$ cat src/rtl/boot_load_ctrl.sv
// rtl/boot_load_ctrl.sv - CPU run / UART program-load sequencer with reset ownership and write steering
module boot_load_ctrl #(
  parameter int ADDR_W         = 15,
  parameter int CNT_W          = 14,
  parameter int TIMEOUT_CYCLES = 1000000,
  parameter int DRAIN_CYCLES   = 16
) (
  input  logic              clk_i,
  input  logic              rst_n_i,
  input  logic              start_pg_i,
  input  logic              upg_wen_i,
  input  logic [ADDR_W-1:0] upg_adr_i,
  input  logic              upg_done_i,
  output logic              upg_rst_o,
  output logic              cpu_rst_o,
  output logic              rom_wen_o,
  output logic              ram_wen_o,
  output logic [CNT_W-1:0]  rom_words_o,
  output logic [CNT_W-1:0]  ram_words_o,
  output logic              load_busy_o,
  output logic              err_timeout_o
);

  localparam int IDLE_W  = (TIMEOUT_CYCLES > 2) ? $clog2(TIMEOUT_CYCLES) : 1;
  localparam int DRAIN_W = (DRAIN_CYCLES > 1) ? $clog2(DRAIN_CYCLES) : 1;

  localparam logic [DRAIN_W-1:0] DRAIN_LAST = DRAIN_W'(DRAIN_CYCLES - 1);
  // Idle value one short of the limit: the increment made this cycle would reach it.
  localparam logic [IDLE_W-1:0]  IDLE_LAST  = IDLE_W'(TIMEOUT_CYCLES - 2);
  localparam logic [CNT_W-1:0]   CNT_MAX    = '1;

  typedef enum logic [1:0] {
    ST_DRAIN,
    ST_RUN,
    ST_ARM,
    ST_LOAD
  } state_t;

  state_t              state_q;
  logic [DRAIN_W-1:0]  drain_q;
  logic [IDLE_W-1:0]   idle_q;
  logic [CNT_W-1:0]    rom_words_q, rom_words_d;
  logic [CNT_W-1:0]    ram_words_q, ram_words_d;
  logic                upg_rst_q;
  logic                cpu_rst_q;
  logic                load_busy_q;
  logic                err_timeout_q;

  logic                loading;
  logic                tgt_ram;
  logic                rom_wen;
  logic                ram_wen;
  logic                unused_adr;

  assign loading    = (state_q == ST_ARM) || (state_q == ST_LOAD);
  assign tgt_ram    = upg_adr_i[ADDR_W-1];
  assign rom_wen    = upg_wen_i & ~tgt_ram & loading;
  assign ram_wen    = upg_wen_i &  tgt_ram & loading;
  assign unused_adr = ^upg_adr_i[ADDR_W-2:0];

  always_comb begin
    rom_words_d = rom_words_q;
    ram_words_d = ram_words_q;
    if (rom_wen && (rom_words_q != CNT_MAX)) rom_words_d = rom_words_q + CNT_W'(1);
    if (ram_wen && (ram_words_q != CNT_MAX)) ram_words_d = ram_words_q + CNT_W'(1);
  end

  always_ff @(posedge clk_i or negedge rst_n_i) begin
    if (!rst_n_i) begin
      state_q       <= ST_DRAIN;
      drain_q       <= '0;
      idle_q        <= '0;
      rom_words_q   <= '0;
      ram_words_q   <= '0;
      upg_rst_q     <= 1'b1;
      cpu_rst_q     <= 1'b1;
      load_busy_q   <= 1'b0;
      err_timeout_q <= 1'b0;
    end else begin
      rom_words_q <= rom_words_d;
      ram_words_q <= ram_words_d;
      case (state_q)
        ST_DRAIN: begin
          if (drain_q == DRAIN_LAST) begin
            state_q   <= ST_RUN;
            cpu_rst_q <= 1'b0;
          end else begin
            drain_q <= drain_q + DRAIN_W'(1);
          end
        end
        ST_RUN: begin
          if (start_pg_i) begin
            state_q       <= ST_ARM;
            upg_rst_q     <= 1'b0;
            cpu_rst_q     <= 1'b1;
            load_busy_q   <= 1'b1;
            rom_words_q   <= '0;
            ram_words_q   <= '0;
            err_timeout_q <= 1'b0;
            idle_q        <= '0;
          end
        end
        ST_ARM, ST_LOAD: begin
          if (upg_wen_i) begin
            idle_q  <= '0;
            state_q <= ST_LOAD;
          end else begin
            idle_q <= idle_q + IDLE_W'(1);
          end
          // Done takes priority over the timeout; a write in the limit cycle suppresses it.
          if (upg_done_i || (!upg_wen_i && (idle_q == IDLE_LAST))) begin
            state_q     <= ST_DRAIN;
            drain_q     <= '0;
            upg_rst_q   <= 1'b1;
            cpu_rst_q   <= 1'b1;
            load_busy_q <= 1'b0;
            if (!upg_done_i) err_timeout_q <= 1'b1;
          end
        end
        default: begin
          state_q <= ST_DRAIN;
          drain_q <= '0;
        end
      endcase
    end
  end

  assign upg_rst_o     = upg_rst_q;
  assign cpu_rst_o     = cpu_rst_q;
  assign load_busy_o   = load_busy_q;
  assign err_timeout_o = err_timeout_q;
  assign rom_words_o   = rom_words_q;
  assign ram_words_o   = ram_words_q;
  assign rom_wen_o     = rom_wen;
  assign ram_wen_o     = ram_wen;

endmodule

$ cat config.mk
export PLATFORM = sky130hd
export DESIGN_NAME = boot_load_ctrl
export DESIGN_NICKNAME = d
export VERILOG_FILES = /design/src/rtl/boot_load_ctrl.sv
export SDC_FILE = /design/constraint.sdc
export NUM_CORES = 1
export LEC_CHECK = 0
export BUFFER_PORTS_ARGS = -buffer_cell sky130_fd_sc_hd__buf_2
export CORE_MARGIN = 3
export CORE_UTILIZATION = 41
export CTS_CLUSTER_SIZE = 10
export DETAILED_ROUTE_END_ITERATION = 16
export GPL_ROUTABILITY_DRIVEN = 0
export PLACE_DENSITY = 0.76
export SYNTH_ARGS = -nofsm -noshare
export SYNTH_HDL_FRONTEND = slang
export SYNTH_SLANG_ARGS = --single-unit
$ cat constraint.sdc
create_clock -name clk_i -period 1.6 [get_ports clk_i]
set_input_delay 0.24 -clock clk_i [delete_from_list [all_inputs] [get_ports clk_i]]
set_output_delay 0.24 -clock clk_i [all_outputs]
set_load 0.05 [all_outputs]
==> results.ini <==
[run_status]
outcome = finished with violations
violations = negative setup slack

[cells_and_area]
multi_input_area_sq_um = 1857
drive_gt1_frac = 0.4133
area_growth_pct = 39.25
final_cell_count_no_fill = 549
final_common_cell = buf_4
fin_util = 0.6040
nNetsFinal = 470
fillCellCount = 595
num_antenna_cells = 0
seq_area_sq_um = 1481
final_cell_mix = 58 x buf_4, 37 x buf_2, 36 x nand2_1

[synthesis]
ys_types = 56
ys_seq_area_frac = 0.4525
synth-seq-cells = 58
syn_avg_cell_area_sq_um = 9.260
syn_area_sq_um = 3213
yosys_warnings = 0
synthCells = 347
yosysTopAreaCellShare = 0.4361
synth_flop_cell = dfrtp_1
synth_edf_count = 0
yosysTopAreaCell = dfrtp_1
synthArstFlopShare = 1.000
synth_area_leaders = dfrtp_1 44%, nand2_1 4.6%, o21ai_0 3.9%
syn_nets = 372

[pwr]
switchingPower_mw = 1.990
swShare = 0.3668
vdd.ir_drop.worst_v = 0.0004961
p_int_mw = 3.436
power.total_mw = 5.426
power_frac_comb = 0.362
power.density_nw_per_um2 = 1213
p_seq_frac = 0.345
p_leak_nw = 2.026
clkPwrFrac = 0.294

[detailed_routing]
drtIter0Drc = 189
wl_per_cell_um = 16.08
ant_nets = 0
drt_pre_antenna_iters = 4
vias = 3266
vias_per_cell = 5.949
routed_wl_um = 8826
post-route-drc-count = 0

[timing]
fin_crit_sh = 1.028
finalSetupViolCount = 6
slew_violations = 0
worst_pin_slew_ns = 0.3508
rsz0062_at_grt = true
post-route-min-period_ns = 1.644
finalHoldViolations = 0
fin_hold_ws_ns = 0.1351
relSlewSlack = 0.7641
finClkSkew_ns = 0.01230
setup_ws_ns = -0.04449
fmax_mhz = 608.1

[critical_path]
cp.arrival_ns = 1.92
cp.required_ns = 1.87
path_cells = buf_6 > nand4b_1 > or2_1 > or4_1 > a21oi_1
start_kind = flop
worst-path-max-fanout = 5
crit_family = simple AND/OR/NAND/NOR gates
cpPeakStageDelay_ns = 0.47
crit_path_top_delay_cell = or4_1
path_class = flop to flop
crit_buf_inv = 1
crit_path_end_kind = flop

[grt]
grt_pass1_vias = 2982
grt_pass1_wl_um = 13470
antenna_found_initial = 0
grtUsageMet2 = 0.3227
use_met1 = 0.2311
grt_remaining_overflow = 0
use_met3 = 0.04064
grt_usage = 0.1905
grt-busiest-layer = met2
grt_max_degree = 59

[cts]
clock_latency_ns = 0.35
ctsLongestPathBuffers = 2
cts_tree = built
numClockSinks = 58
root_buffer = clkbuf_8
cts_max_level = 3
path_clk_slew_ns = 0.07
numCtsBuffers = 9

[die]
start_util = 0.4337
fp.coreArea_sq_um = 7408
rows = 31
die_x_um = 94.53
fp.dieH_um = 94.53
ios = 54
die_area_sq_um = 8935

[job]
maxCapViolations = 0

[place]
dpl.cell_count = 520
dp_hpwl_um = 5825
port_buffers = 39

[min_path]
min_path_type = input port to flop

## logic make-up after synthesis
family	Yosys count	share of synthesized area
AO/OA/AOI/OAI	99	0.2072
XOR/XNOR	3	0.008179
adder cells (fa/ha/maj)	5	0.01947
buffers and inverters	28	0.03583
flip-flops	58	0.4525
multiplexers	5	0.01558
AND/OR/NAND/NOR	149	0.2613
## routing by layer
layer | share of wire | vias up
li1 | - | 1538
met1 | 0.43 | 1613
met2 | 0.50 | 94
met3 | 0.046 | 21
met4 | 0.025 | 0
met5 | 0 | -
## synthesized netlist by cell type, types with 3 or more instances
cell type and n:
a21oi_1 18, nor3_1 5, nand4_1 14, o311ai_0 7, or4_1 11, mux2i_1 5
and3_1 13, a41oi_1 4, o21ai_0 25, o41ai_1 4, nand3_1 16, dfrtp_1 56
nor4_1 4, nand2b_1 3, nor2_1 18, nand2_1 39, inv_1 11, o211ai_1 8
and4_1 3, and2_1 6, clkbuf_1 12, o31ai_1 13, ha_1 5, a31oi_1 6
or3_1 3
## what timing repair did
action,in CTS,in global routing
resized for setup,8,44
gates cloned,0,0
endpoints found under the hold margin,56,0
pin swaps,7,13
endpoints found under the setup margin,23,39
hold buffers,1,0
buffers inserted,3,9
## flip-flops by register name, indices dropped and copies added (netlist names)
register and count:
upg_rst_o 1, err_timeout_o 1, load_busy_o 1, cpu_rst_o 1, state_q 2, ram_words_o 14
idle_q 20, rom_words_o 14, drain_q 4
## final cells by class
| class | instances | area share |
|---|---|---|
| inverter | 11 | 0.009228 |
| sequential | 58 | 0.3311 |
| timing repair buffer | 104 | 0.1639 |
| clock buffer | 12 | 0.03691 |
| clock inverter | 4 | 0.01622 |
| multi-input combinational | 261 | 0.4150 |
| tap | 99 | 0.02768 |
## final timing paths
| kind | start | endpoint | slack, ns | cells after the start |
|---|---|---|---|---|
| worst min register to register | upg_rst_o | upg_rst_o | 0.51 | 1 |
| max in group asynchronous | rst_n_i | upg_rst_o | 0.87 | 3 |
| min in group asynchronous | rst_n_i | rom_words_o[8] | 0.42 | 3 |
| worst max register to register | state_q[1] | rom_words_o[7] | -0.04 | 5 |
| worst min-delay path | upg_done_i | drain_q[0] | 0.14 | 2 |
| worst max-delay path | state_q[1] | rom_words_o[7] | -0.04 | 5 |
## power groups by stage
stage          Sequential [mW]  Combinational [mW]  Clock [mW]
2_1_floorplan             2.18               0.761           0
3_3_place_gp              1.88                1.65           0
3_5_place_dp              1.88                1.68           0
4_1_cts                   1.86                1.74        1.62
5_1_grt                   1.89                2.13        1.68
6_report                  1.87                1.96        1.59
## through the flow
stage / setup WS, ns / cell area [sq um] / setup TNS, ns
6_report: -0.04449 / 4474 / -0.1746
3_5_place_dp: -0.09385 / 3960 / -0.5489
2_1_floorplan: -0.2725 / 3314 / -2.796
5_1_grt: -0.1326 / 4474 / -1.194
4_1_cts: -0.01032 / 4254 / -0.01826
3_3_place_gp: -0.05272 / 3960 / -0.1914
(Power assumes the default switching activity.)
